[config.mk]
export PLATFORM = sky130hd
export DESIGN_NAME = issue_scheduler
export DESIGN_NICKNAME = d
export VERILOG_FILES = /design/src/rtl/issue_scheduler.sv
export SDC_FILE = /design/constraint.sdc
export NUM_CORES = 1
export LEC_CHECK = 0
export ABC_CLOCK_PERIOD_IN_PS = 2550
export BUFFER_PORTS_ARGS = -buffer_cell sky130_fd_sc_hd__buf_2
export CORE_ASPECT_RATIO = 0.9
export CORE_MARGIN = 2
export CORE_UTILIZATION = 50
export CTS_CLUSTER_SIZE = 8
export DETAILED_ROUTE_END_ITERATION = 6
export HOLD_SLACK_MARGIN = 0.15
export PLACE_DENSITY = 0.75
export SLEW_MARGIN = 0
export SYNTH_ARGS = -nofsm -noshare
export SYNTH_HDL_FRONTEND = slang
export SYNTH_SLANG_ARGS = --single-unit
[constraint.sdc]
create_clock -name clk -period 2.55 [get_ports clk]
set_input_delay 0.255 -clock clk [delete_from_list [all_inputs] [get_ports clk]]
set_output_delay 0.255 -clock clk [all_outputs]
set_load 0.02 [all_outputs]
[src/rtl/issue_scheduler.sv]
// rtl/issue_scheduler.sv - dual-issue scheduler between instruction buffer and ID decoders
module issue_scheduler #(
    parameter int DIV_LAT = 33,
    parameter int REG_AW  = 5
) (
    input  logic              clk,
    input  logic              resetn,
    input  logic              flush,
    input  logic              stall_id,
    input  logic              i1_valid,
    input  logic              i2_valid,
    input  logic [REG_AW-1:0] i1_rs,
    input  logic [REG_AW-1:0] i1_rt,
    input  logic [REG_AW-1:0] i2_rs,
    input  logic [REG_AW-1:0] i2_rt,
    input  logic [1:0]        i1_rd_use,
    input  logic [1:0]        i2_rd_use,
    input  logic              i1_we,
    input  logic              i2_we,
    input  logic [REG_AW-1:0] i1_waddr,
    input  logic [REG_AW-1:0] i2_waddr,
    input  logic [4:0]        i1_cls,
    input  logic [4:0]        i2_cls,
    output logic              issue1,
    output logic              issue2,
    output logic [1:0]        pop_num,
    output logic              stallreq,
    output logic              div_busy,
    output logic              in_ds
);

    localparam int CLS_BR   = 0;
    localparam int CLS_MEM  = 1;
    localparam int CLS_DIV  = 2;
    localparam int CLS_HILO = 3;
    localparam int CLS_PRIV = 4;

    localparam int               CNT_W    = $clog2(DIV_LAT + 1);
    localparam logic [CNT_W-1:0] CNT_LOAD = CNT_W'(DIV_LAT - 1);
    localparam logic [CNT_W-1:0] CNT_ONE  = CNT_W'(1);

    typedef enum logic {DS_NORMAL, DS_PEND}  ds_state_t;
    typedef enum logic {DIV_IDLE,  DIV_BUSY} div_state_t;

    ds_state_t                     ds_state, ds_state_n;
    div_state_t                    div_state, div_state_n;
    logic [CNT_W-1:0]              div_cnt, div_cnt_n;
    logic [1:0]                    ld_v, ld_v_n;
    logic [1:0][REG_AW-1:0]        ld_addr, ld_addr_n;

    logic blk1, pair_hazard, ld_hit1, ld_hit2, raw, waw, can_issue;

    // A read of r0 or an unused operand never matches.
    function automatic logic src_hit(input logic rd, input logic [REG_AW-1:0] src,
                                     input logic v, input logic [REG_AW-1:0] dst);
        return rd && (src != '0) && v && (src == dst);
    endfunction

    always_comb begin
        ld_hit1 = src_hit(i1_rd_use[1], i1_rs, ld_v[0], ld_addr[0])
                | src_hit(i1_rd_use[1], i1_rs, ld_v[1], ld_addr[1])
                | src_hit(i1_rd_use[0], i1_rt, ld_v[0], ld_addr[0])
                | src_hit(i1_rd_use[0], i1_rt, ld_v[1], ld_addr[1]);
        ld_hit2 = src_hit(i2_rd_use[1], i2_rs, ld_v[0], ld_addr[0])
                | src_hit(i2_rd_use[1], i2_rs, ld_v[1], ld_addr[1])
                | src_hit(i2_rd_use[0], i2_rt, ld_v[0], ld_addr[0])
                | src_hit(i2_rd_use[0], i2_rt, ld_v[1], ld_addr[1]);
        raw = src_hit(i2_rd_use[1], i2_rs, i1_we, i1_waddr)
            | src_hit(i2_rd_use[0], i2_rt, i1_we, i1_waddr);
        waw = i1_we & i2_we & (i1_waddr != '0) & (i1_waddr == i2_waddr);

        blk1 = ld_hit1 | (div_busy & (i1_cls[CLS_HILO] | i1_cls[CLS_DIV]));
        pair_hazard = raw | waw
                    | (i1_cls[CLS_MEM] & i2_cls[CLS_MEM])
                    | i2_cls[CLS_PRIV] | i2_cls[CLS_DIV] | i2_cls[CLS_BR]
                    | i1_cls[CLS_PRIV]
                    | ld_hit2
                    | ((i2_cls[CLS_HILO] | i2_cls[CLS_DIV]) & (div_busy | i1_cls[CLS_DIV]));
    end

    always_comb begin
        div_busy  = (div_state == DIV_BUSY);
        in_ds     = (ds_state == DS_PEND);
        can_issue = resetn & ~stall_id & ~flush;
        issue1    = can_issue & i1_valid & ~blk1;
        issue2    = issue1 & i2_valid & ~pair_hazard & (ds_state == DS_NORMAL);
        pop_num   = {1'b0, issue1} + {1'b0, issue2};
        stallreq  = resetn & i1_valid & ~issue1 & ~stall_id & ~flush;
    end

    always_comb begin
        ds_state_n  = ds_state;
        div_state_n = div_state;
        div_cnt_n   = div_cnt;
        ld_v_n      = ld_v;
        ld_addr_n   = ld_addr;

        if (flush) begin
            ds_state_n  = DS_NORMAL;
            div_state_n = DIV_IDLE;
            div_cnt_n   = '0;
            ld_v_n      = '0;
        end else begin
            case (ds_state)
                DS_NORMAL: if (issue1 && i1_cls[CLS_BR] && (pair_hazard || !i2_valid))
                               ds_state_n = DS_PEND;
                DS_PEND:   if (issue1) ds_state_n = DS_NORMAL;
                default:   ds_state_n = DS_NORMAL;
            endcase

            // The counter runs through downstream stalls; only flush/reset stop it.
            case (div_state)
                DIV_IDLE: if (issue1 && i1_cls[CLS_DIV]) begin
                    div_state_n = DIV_BUSY;
                    div_cnt_n   = CNT_LOAD;
                end
                DIV_BUSY: if (div_cnt == CNT_ONE) begin
                    div_state_n = DIV_IDLE;
                    div_cnt_n   = '0;
                end else begin
                    div_cnt_n = div_cnt - CNT_ONE;
                end
                default: begin
                    div_state_n = DIV_IDLE;
                    div_cnt_n   = '0;
                end
            endcase

            if (issue1) begin
                ld_v_n[0]    = i1_we & i1_cls[CLS_MEM] & (i1_waddr != '0);
                ld_v_n[1]    = issue2 & i2_we & i2_cls[CLS_MEM] & (i2_waddr != '0);
                ld_addr_n[0] = i1_waddr;
                ld_addr_n[1] = i2_waddr;
            end else if (!stall_id) begin
                ld_v_n = '0;
            end
        end
    end

    always_ff @(posedge clk or negedge resetn) begin
        if (!resetn) begin
            ds_state  <= DS_NORMAL;
            div_state <= DIV_IDLE;
            div_cnt   <= '0;
            ld_v      <= '0;
            ld_addr   <= '0;
        end else begin
            ds_state  <= ds_state_n;
            div_state <= div_state_n;
            div_cnt   <= div_cnt_n;
            ld_v      <= ld_v_n;
            ld_addr   <= ld_addr_n;
        end
    end

endmodule

### Yosys cells after proc, flatten, opt, wreduce, memory -nomap -nowiden

Cells that the tools add are included.

* register bits after elaboration: 20
* bits of input ports: 52
* output and inout port bits: 7
* logic and storage cells: 121

* add/subtract/negate cells: 2
* equal/unequal tests: 14
* mux-type cells: 15
* bitwise operators: 48
* reductions and logical operators: 36

Operators by type and width (count)
* 5-bit equality test: 11
* 5-bit nonzero test: 6
* 1-bit logical AND: 27
* 1-bit AND: 22
* 1-bit OR: 19
* 6-bit 2-to-1 mux: 3
* 6-bit case mux with 2 select lines: 1
* 1-bit inverter: 7
* 6-bit by 1-bit equality test with 1-bit output (second input constant): 1
* 1-bit 2-to-1 mux: 6
* 2-bit 2-to-1 mux: 3
* 6-bit by 1-bit subtractor with 6-bit output (second input constant): 1
* 1-bit case mux with 2 select lines: 2
* 3-bit by 2-bit inequality test with 1-bit output (second input constant): 1
* 3-bit inequality test (second input constant): 1
* 1-bit by 1-bit adder with 2-bit output: 1
* 2-bit AND reduction: 1
* 1-bit logical NOT: 1
* 1-bit logical OR: 1

### Depth between registers and ports, before layout

Gate-level depths: netlist of the first run.

* word-level depth: 21
* mapped depth: 9
* mapped depth without buffers: 7

### Least setup slack after synthesis of the first run

Ideal clock, no wire load.

* path kind: input -> output
* from: in i1_waddr[1]
* to: out pop_num[0]
* arrival: 2.216 ns
* required time: 2.295 ns
* setup slack: 0.079 ns
* cell stages on the path: 7
* path buffers: 0
* cells stage by stage: or4_1 o21a_1 a41oi_2 inv_1 or3_4 nor2_1 ha_1

* word-level cells in the longest chain between the ends: 15
* elaborated cells between the ends (all ways): 21
* those cells by class: add/sub: 1; eq/ne: 3; bitwise: 14; reduce/logical: 3

RTL lines
* from (decl): line 20 `input logic [REG_AW-1:0] i1_waddr,`
* 5-bit equality test or 5-bit nonzero test (tied branches): line 56, 70
* 1-bit logical AND or 1-bit AND (tied branches): line 56, 70
* 1-bit OR or 1-bit AND (tied branches): line 69, 70
* 1-bit OR *: line 73 `pair_hazard = raw | waw`
* 1-bit OR *: line 74 `| (i1_cls[CLS_MEM] & i2_cls[CLS_MEM])`
* 1-bit OR * (3 in a row): line 75 `| i2_cls[CLS_PRIV] | i2_cls[CLS_DIV] | i2_cls[CLS_BR]`
* 1-bit OR *: line 76 `| i1_cls[CLS_PRIV]`
* 1-bit OR *: line 77 `| ld_hit2`
* 1-bit OR *: line 78 `| ((i2_cls[CLS_HILO] | i2_cls[CLS_DIV]) & (div_busy | i1_cls[CLS_DIV]));`
* 1-bit inverter *: line 86 `issue2 = issue1 & i2_valid & ~pair_hazard & (ds_state == DS_NORMAL);`
* 1-bit AND * (2 in a row): line 86
* net issue2: line 25 `output logic issue2,`
* 1-bit by 1-bit adder with 2-bit output *: line 87 `pop_num = {1'b0, issue1} + {1'b0, issue2};`
* to (decl): line 26 `output logic [1:0] pop_num,`

Mark *: on every way through the listed nets, which the timed path passes. The rest lies on a longest branch.

### Worst setup path after layout of the first run

* from: reg ld_addr[6] (netlist name)
* to: out pop_num[0]

* word-level cells in the longest chain between the ends: 12
* elaborated cells between the ends (all ways): 24
* those cells by class: add/sub: 1; eq/ne: 4; bitwise: 15; reduce/logical: 4

RTL lines
* from (decl): line 49 `logic [1:0][REG_AW-1:0] ld_addr, ld_addr_n;`
* from (signal assigned): line 152 `ld_addr <= ld_addr_n;`
* 5-bit equality test: line 56 `return rd && (src != '0) && v && (src == dst);`
* 1-bit logical AND: line 56
* 1-bit OR: line 61 `| src_hit(i1_rd_use[1], i1_rs, ld_v[1], ld_addr[1])`
* 1-bit OR: line 62 `| src_hit(i1_rd_use[0], i1_rt, ld_v[0], ld_addr[0])`
* 1-bit OR: line 63 `| src_hit(i1_rd_use[0], i1_rt, ld_v[1], ld_addr[1]);`
* 1-bit OR: line 72 `blk1 = ld_hit1 | (div_busy & (i1_cls[CLS_HILO] | i1_cls[CLS_DIV]));`
* 1-bit inverter: line 85 `issue1 = can_issue & i1_valid & ~blk1;`
* 1-bit AND: line 85
* 1-bit AND (3 in a row): line 86
* 1-bit by 1-bit adder with 2-bit output *: line 87

Every way passes the cells marked *; elsewhere a longest branch is shown, timed or not.

==> results of run 1 <==
power breakdown:
group / internal (W) / switching, W / leakage [nW]
registers: 0.000375 / 0.000103 / 0.245
clock network: 0.000209 / 0.000102 / 0.0357
logic: 0.000246 / 0.000191 / 0.804
through the flow:
stage | cell area, µm² | power (W)
after floorplan | 1800 | 0.000737
after global placement | 2130 | 0.000841
after detailed placement | 2130 | 0.000854
after CTS | 2230 | 0.00118
after global routing | 2370 | 0.00129
final | 2370 | 0.00123
layout by cell type (no fill, tap or decap), types with 7 or more instances in the layout:
master / n
o21ai_0: 8
nand2_1: 7
mux2_4: 8
buf_4: 15
dfrtp_1: 10
dfrtp_2: 10
xnor2_1: 12
xor2_1: 45
nor4_1: 9
buf_2: 57
nand3_1: 9
repair_timing:
item	CTS	global route
hold endpoints to repair	20	0
resized for setup	8	17
hold buffers	1	0
setup endpoints to repair	1	2
buffers inserted	0	10
pin swaps	0	15
worst paths after layout:
kind	start	endpoint	slack, ns	cells after the start
min reg2reg	div_cnt[4]	div_cnt[4]	0.54	1
max	ld_addr[6]	pop_num[0]	0.08	9
max in group asynchronous	resetn	ld_addr[8]	1.80	3
max reg2reg	ld_addr[6]	div_cnt[5]	0.23	8
min	i1_cls[1]	ld_v[0]	0.25	3
min in group asynchronous	resetn	ld_addr[3]	0.52	3
sequential cells by signal, indices dropped and copies added (netlist names):
register,count
div_busy,1
ld_addr,10
in_ds,1
div_cnt,6
ld_v,2
kinds of logic (layout without fill, tap and decap cells):
| kind of cell | Yosys count | count (layout) | share of synthesized area (%) |
|---|---|---|---|
| xor gates and xnor gates | 57 | 57 | 27.8 |
| adders and majority gates | 3 | 3 | 2.09 |
| AOI/OAI and AO/OA | 31 | 31 | 13.6 |
| and+or+nand+nor | 51 | 51 | 16.1 |
| buffers and inverters | 17 | 85 | 4.67 |
| DFF | 20 | 20 | 27.9 |
| muxes | 10 | 10 | 7.94 |
layout make-up:
cell class / count / area [µm²] / area share [%]
clock buffers: 3 / 41.3 / 1.74
clock inverters: 1 / 30.0 / 1.26
inverters: 6 / 22.5 / 0.948
multi-input cells: 152 / 1280 / 54.0
flip-flops and latches: 20 / 513 / 21.6
well taps: 44 / 55.1 / 2.32
repair buffers: 75 / 430 / 18.1
routing by layer:
metal,vias up,global-route usage (%),part of all wire (%)
met3,4,4.45,4.8
met1,791,30.8,46
met2,53,39.2,48
met4,0,7.00,0.97
li1,808,-,-
met5,-,0,0
worst register-to-register path, cell delays in order (launching register included):
cell and delay, ns:
dfrtp_2 0.47, buf_4 0.16, xor2_1 0.14, nor4_1 0.18
a32oi_1 0.15, o221a_4 0.34, buf_4 0.16, a311oi_2 0.45
a211oi_1 0.14
==> flow_metrics.tcl, run 1 <==
set metrics [dict create \
    period_needed_ns 2.47 \
    start_util_pct 52.8 \
    syn_to_final_growth_pct 32.2 \
    die_area_um2 4090 \
    die_y_um 60.9 \
    synthTopCellsByCount "45 x xor2_1, 20 x dfrtp_1, 12 x xnor2_1" \
    setup_viol 0 \
    holdWs_ns 0.247 \
    drtIter0Drc 119 \
    fin_setup_tns_ns 0 \
    irDropWorstVdd_mv 0.225 \
    synth_top_flop_cell "dfrtp_1" \
    layout.nets 313 \
    setup_ws_ns 0.0777 \
    yosysUniqueCellTypes 40 \
    crit_family "compound AO/OA/AOI/OAI gates" \
    synth_seq_cells 20 \
    rsz0062_at_grt "false" \
    syn_area_per_cell_um2 9.51 \
    core-area_um2 3400 \
    p_leak_nw 1.08 \
    max-slew-margin-rel_pct 70.9 \
    finalHoldViolCount 0 \
    syn_inst 189 \
    vias_per_cell 5.50 \
    die_width_um 67.2 \
    fin_cells 301 \
    slew_violations 0 \
    timing.fmax_ghz 0.404 \
    wl_um 4660 \
    cp.required_ns 2.30 \
    syn_area_um2 1800 \
    maxCapViolCount 0 \
    drive_above_1_share_pct 44.0 \
    yosysWarningCount 0 \
    synth_top_cell_area_share_pct 27.9 \
    cp-end-kind "primary output" \
    antenna_found_initial 0 \
    start_kind "flip-flop" \
    grt_max_degree 21 \
    clk_pin_slew_worst_paths_ns 0.07 \
    status "completed" \
    critical_path_class "reg -> out" \
    via_count 1656 \
    finalWeightedCongestion 0.826 \
    io_pins 59 \
    fin_worst_skew_ns 0.00493 \
    place_inst 286 \
    track_usage_pct 23.3 \
    worst_pin_slew_ns 0.436 \
    wl_per_cell_um 15.5 \
    power_density_nw_per_um2 517 \
    pre_cts_slack_ns 0.101 \
    drtAntennaViolNets 0 \
    timing.final.crit_share_pct 97.0 \
    yosysMostFrequentCell "xor2_1" \
    cts_tree "built" \
    dr.pass1.iters 6 \
    worstPathMaxFanout 5 \
    worstPathCellList "buf_4 -> xor2_1 -> nor4_1 -> a32oi_1 -> o221a_4 -> nand2_2 -> inv_1 -> ha_4 -> buf_6" \
    clock_latency_ns 0.26 \
    synth_nets 244 \
    grt_pass1_vias 1583 \
    rows 20 \
    antenna_cells 0 \
    ctsHtreeMaxLevel 1 \
    synth_enable_flop_cells 0 \
    slowest_delay_ns 0.47 \
    dp_hpwl_um 3540 \
    hold_path_class "in -> reg" \
    drcViolationCount 0 \
    worst-path-buf-inv 3 \
    cts_buffers 3 \
    overflow 0 \
    fillerInstances 268 \
    grt_pass1_wl_um 7110 \
    yosysTopAreaCell "dfrtp_1" \
    yosysSeqAreaShare_pct 27.9 \
    cts_buffer_depth 2 \
    port_buffers 58 \
    cts_root_buf "clkbuf_8" \
    crit_slowest_cell "dfrtp_2" \
    arrival_ns 2.22 \
    async_reset_ff_share_pct 100 \
    utilization_pct 69.8 \
    cts.sinks 20 \
    yosys-top-cells-area "dfrtp_1 28%, xor2_1 22%, mux2_4 6.7%" \
]
No activity file was read; power rests on OpenSTA's default activity.
==> inputs of run 2 (changes only) <==
--- a/config.mk
+++ b/config.mk
@@ -9,11 +9,11 @@
 export BUFFER_PORTS_ARGS = -buffer_cell sky130_fd_sc_hd__buf_2
 export CORE_ASPECT_RATIO = 0.9
 export CORE_MARGIN = 2
-export CORE_UTILIZATION = 50
+export CORE_UTILIZATION = 40
 export CTS_CLUSTER_SIZE = 8
 export DETAILED_ROUTE_END_ITERATION = 6
 export HOLD_SLACK_MARGIN = 0.15
-export PLACE_DENSITY = 0.75
+export PLACE_DENSITY = 0.62
 export SLEW_MARGIN = 0
 export SYNTH_ARGS = -nofsm -noshare
 export SYNTH_HDL_FRONTEND = slang
==> run 2 against run 1 <==
Compared with the run above: sequential power fell by 1%; sequential cell count unchanged; clock power about the same; worst hold slack gained 0.010 ns; worst setup slack better by 0.022 ns; critical path type unchanged; power shrank 0.94%; largest cell class unchanged.
==> flow_metrics.tcl, run 2 (synthesis results as in run 1) <==
set metrics [dict create \
    status "completed" \
    slew_violations 0 \
    drtAntennaViolNets 0 \
    fillerInstances 423 \
    die_area_um2 5040 \
    arrival_ns 2.20 \
    cts_buffer_depth 2 \
    syn_to_final_growth_pct 30.4 \
    place_inst 303 \
    clk_pin_slew_worst_paths_ns 0.08 \
    cts_root_buf "clkbuf_8" \
    grt_pass1_vias 1469 \
    core-area_um2 4370 \
    reg_top3 "ld_addr: 10 flops, div_cnt: 6 flops, ld_v: 2 flops" \
    vias_per_cell 5.02 \
    start_util_pct 41.1 \
    worst_pin_slew_ns 0.442 \
    worstPathMaxFanout 4 \
    layout.nets 310 \
    irDropWorstVdd_mv 0.293 \
    start_kind "flip-flop" \
    max-slew-margin-rel_pct 70.5 \
    setup_viol 0 \
    wl_um 4690 \
    io_pins 59 \
    antenna_cells 0 \
    fin_setup_tns_ns 0 \
    dp_hpwl_um 3680 \
    rows 23 \
    timing.fmax_ghz 0.408 \
    overflow 0 \
    antenna_found_initial 0 \
    period_needed_ns 2.45 \
    fin_cells 316 \
    timing.final.crit_share_pct 96.1 \
    finalWeightedCongestion 0.764 \
    drcViolationCount 0 \
    largest_reg_flops 10 \
    port_buffers 58 \
    finalHoldViolCount 0 \
    maxCapViolCount 0 \
    via_count 1585 \
    fin_worst_skew_ns 0.00695 \
    hold_path_class "in -> reg" \
    p_leak_nw 1.07 \
    critical_path_class "reg -> out" \
    multi_input_area_um2 1250 \
    cts_tree "built" \
    dr.pass1.iters 4 \
    top_register "ld_addr" \
    die_y_um 67.6 \
    ctsHtreeMaxLevel 1 \
    cp-end-kind "primary output" \
    clock_latency_ns 0.26 \
    seq_area_um2 512 \
    cts.sinks 20 \
    track_usage_pct 19.8 \
    final_common_cell "buf_2" \
    rsz0062_at_grt "false" \
    drtIter0Drc 107 \
    grt_pass1_wl_um 7410 \
    die_width_um 74.6 \
    cts_buffers 3 \
    drive_above_1_share_pct 41.3 \
    cp.required_ns 2.30 \
    wl_per_cell_um 14.8 \
    final_cell_mix "57 x buf_2, 45 x xor2_1, 12 x xnor2_1, 12 x buf_4" \
    power_density_nw_per_um2 519 \
    grt_max_degree 21 \
]
[run 2: cell types whose count changed in the layout (fill, tap and decap cells not counted), sizes merged]
cell  change
buf       -3
[run 2: critical path: stages, from the launching register on]
cell and delay, ns:
dfrtp_2 0.45, buf_4 0.16, xor2_1 0.15, nor4_1 0.23, nand3_1 0.11, a31oi_1 0.23
or3_4 0.20, nor2_4 0.04, ha_4 0.25, buf_6 0.10
[run 2: repair_timing]
action | in CTS | in global routing
pin swaps | 0 | 8
gates resized for setup | 10 | 9
hold buffers | 1 | 0
endpoints found under the setup margin | 1 | 2
hold endpoints to repair | 20 | 0
setup buffers | 5 | 3
[run 2: final timing paths]
kind	startpoint	to	slack, ns	cells past startpoint
max	ld_addr[7]	pop_num[0]	0.1	9
min	i1_cls[1]	ld_v[0]	0.26	3
max reg2reg	ld_addr[6]	ld_addr[5]	0.38	7
min reg2reg	div_cnt[4]	div_cnt[4]	0.54	1
max in group asynchronous	resetn	ld_addr[3]	1.80	3
min in group asynchronous	resetn	div_cnt[5]	0.52	3
[run 2: area by class of cell]
class / instances / area share (%)
inverters: 6 / 0.961
clock inverters: 1 / 1.28
clock buffers: 3 / 1.76
well taps: 62 / 3.31
flip-flops and latches: 20 / 21.8
multi-input cells: 152 / 53.4
repair buffers: 72 / 17.4
[run 2: per-layer routing]
metal	wire (µm)	global-route usage, %	up-vias	part of all wire [%]
met4	8	1.34	0	0.17
met5	0	0	-	0
li1	-	-	805	-
met3	174	4.18	2	3.7
met1	2380	30.3	745	51
met2	2120	29.8	33	45
[run 2: power by group]
part	total, W	internal (W)	switching (W)
registers	0.000472	0.000374	0.0000981
clock network	0.000314	0.000209	0.000105
logic	0.000428	0.000245	0.000183
[run 2: through the flow]
step	worst slack (ns)	area, µm²	hold slack (ns)	total power, W	utilization [%]
after floorplan	0.0790	1800	-0.0406	0.000737	-
after global placement	0.142	2140	0.280	0.000848	48.9
after detailed placement	0.0937	2140	0.279	0.000856	48.9
after CTS	0.0263	2280	0.253	0.00121	52.1
after global routing	0.000743	2340	0.253	0.00129	53.6
final	0.0992	2340	0.257	0.00122	53.6
==> inputs of run 3 (changes only) <==
==> constraint.sdc (replaced) <==
create_clock -name clk -period 2.55 [get_ports clk]
set_input_delay 0.51 -clock clk [delete_from_list [all_inputs] [get_ports clk]]
set_output_delay 0.51 -clock clk [all_outputs]
set_load 0.02 [all_outputs]
==> run 3 against run 2 <==
Compared with the run above: the run now ends with negative setup slack left; worst hold slack got worse by 0.013 ns; sequential share of layout area fell by 2.3 points; largest cell class unchanged; combinational power rose by 11%; die area did not move; count of clock-buffer cells in the layout did not move; register-to-register slack barely moved; fmax fell by 14%; clock power rose by 2%; global-route usage rose by 1.2 points; sequential cell count did not move; clock skew rose by 0.0028 ns; critical path type is now in -> out; highest routed layer unchanged.
==> flow_metrics.tcl, run 3 (synthesis results as in run 1) <==
set metrics [dict create \
    status "finished, violations left" \
    violations "negative setup slack" \
    p_clk_share_pct 25.3 \
    max-slew-margin-rel_pct 74.5 \
    top_register "ld_addr" \
    start_util_pct 41.1 \
    use_met2_pct 35.3 \
    core-area_um2 4370 \
    slowest_delay_ns 0.52 \
    hold_path_class "in -> async" \
    cpMostUsedCell "buf_6" \
    io_pins 59 \
    die_width_um 74.6 \
    use_met1_pct 28.9 \
    setup_ws_ns -0.315 \
    rsz0062_at_grt "true" \
    power_w 0.00127 \
    ctsHtreeMaxLevel 1 \
    cp-end-kind "primary output" \
    wl_per_cell_um 14.8 \
    clock_latency_ns 0.26 \
    critical_path_class "in -> out" \
    finalWeightedCongestion 0.840 \
    overflow 0 \
    start_kind "primary input" \
    grt_use_met3_pct 1.19 \
    grt_pass1_wl_um 7960 \
    maxCapViolCount 0 \
    antenna_found_initial 0 \
    p_int_w 0.000860 \
    slew_violations 0 \
    rows 23 \
    via_count 1775 \
    worstPathMaxFanout 2 \
    largest_reg_flops 10 \
    irDropWorstVdd_mv 0.241 \
    cts_buffers 3 \
    arrival_ns 2.36 \
    period_needed_ns 2.87 \
    finalHoldViolCount 0 \
    worstPathCellList "buf_6 -> or4_4 -> o21a_1 -> a41oi_2 -> inv_1 -> or3_4 -> nor2_4 -> ha_4 -> buf_6" \
    die_y_um 67.6 \
    vias_per_cell 5.10 \
    die_area_um2 5040 \
    final_cell_mix "52 x buf_2, 46 x buf_4, 45 x xor2_1, 12 x xnor2_1, 11 x dfrtp_1" \
    timing.final.crit_share_pct 112 \
    timing.fmax_ghz 0.349 \
    drcViolationCount 0 \
    syn_to_final_growth_pct 45.5 \
    dr.pass1.iters 4 \
    crit_family "simple AND/OR/NAND/NOR gates" \
    clk_pin_slew_worst_paths_ns 0.08 \
    cp.required_ns 2.04 \
    port_buffers 58 \
    netSwitchingFraction_pct 32.1 \
    power_frac_seq_pct 37.4 \
    crit_slowest_cell "or4_4" \
    drtAntennaViolNets 0 \
    cts.sinks 20 \
    track_usage_pct 21.0 \
    worst-path-buf-inv 3 \
    antenna_cells 0 \
    design_area_um2 2610 \
    drtIter0Drc 59 \
    setup_viol 3 \
    p_switching_w 0.000407 \
    layout.nets 342 \
    placed_area_um2 2410 \
    grt_pass1_vias 1672 \
    drive_above_1_share_pct 48.6 \
    cts_tree "built" \
    power_density_nw_per_um2 485 \
    grt_max_degree 21 \
    cts_root_buf "clkbuf_8" \
    final_common_cell "buf_2" \
    p_leak_nw 1.24 \
    pwr-share-comb_pct 37.3 \
    reg_top3 "ld_addr: 10 flops, div_cnt: 6 flops, ld_v: 2 flops" \
    cts_buffer_depth 2 \
    dp_hpwl_um 4040 \
    worst_pin_slew_ns 0.380 \
    busiest_layer "met2" \
    fin_worst_skew_ns 0.00978 \
    wl_um 5160 \
]
run 3: cell type report:
cell class | instances | area [µm²]
Timing Repair Buffer | 104 | 682
Multi-Input combinational cell | 152 | 1250
Inverter | 6 | 22.5
Clock inverter | 1 | 30.0
Sequential cell | 20 | 512
Clock buffer | 3 | 41.3
Tap cell | 62 | 77.6
Fill cell | 394 | 1760
run 3: power groups by stage:
stage / registers (W) / logic [W] / clock network [W]
2_1_floorplan: 0.000392 / 0.000346 / 0
3_3_place_gp: 0.000474 / 0.000416 / 0
3_5_place_dp: 0.000476 / 0.000424 / 0
4_1_cts: 0.000473 / 0.000438 / 0.000325
5_1_grt: 0.000482 / 0.000518 / 0.000337
6_report: 0.000474 / 0.000473 / 0.000321
run 3: routing by layer:
metal	up-vias	wire length, µm
met4	0	71
met2	56	2530
met5	-	0
li1	875	-
met3	6	276
met1	838	2280
run 3: worst paths after layout:
kind                        startpoint          to  slack, ns  depth (start not counted)
max                        i1_waddr[1]  pop_num[0]      -0.32                          9
min                             resetn  div_cnt[1]       0.24                          2
max reg2reg                 ld_addr[3]  div_cnt[4]       0.38                          8
min reg2reg                 div_cnt[4]  div_cnt[4]       0.56                          1
max in group asynchronous       resetn  ld_addr[7]       2.07                          2
min in group clk           i2_waddr[1]  ld_addr[6]       0.52                          2
run 3: through the flow:
| stage | std cells | hold WS [ns] | setup WS, ns | TNS [ns] | utilization, % |
|---|---|---|---|---|---|
| after floorplan | 189 | 0.214 | -0.153 | -0.248 | - |
| after global placement | 335 | 0.521 | -0.323 | -0.723 | 55.2 |
| after detailed placement | 335 | 0.533 | -0.356 | -0.815 | 55.2 |
| after CTS | 342 | 0.247 | -0.303 | -0.665 | 58.0 |
| after global routing | 348 | 0.242 | -0.392 | -1.05 | 59.8 |
| final | 348 | 0.244 | -0.315 | -0.748 | 59.8 |
run 3: timing repair:
action                                  CTS  global route
pin swaps                                 0             3
buffers inserted                          3             6
endpoints found under the setup margin    4             5
hold buffers                              0             0
gates resized for setup                  13            10
run 3: worst reg2reg max path: cells and delay by family (launching register included):
family                 cells  cell delay, ns
buffers and inverters      2            0.34
AND/OR/NAND/NOR            1            0.30
AO/OA/AOI/OAI              4            0.80
flip-flops                 1            0.48
XOR/XNOR                   1            0.18
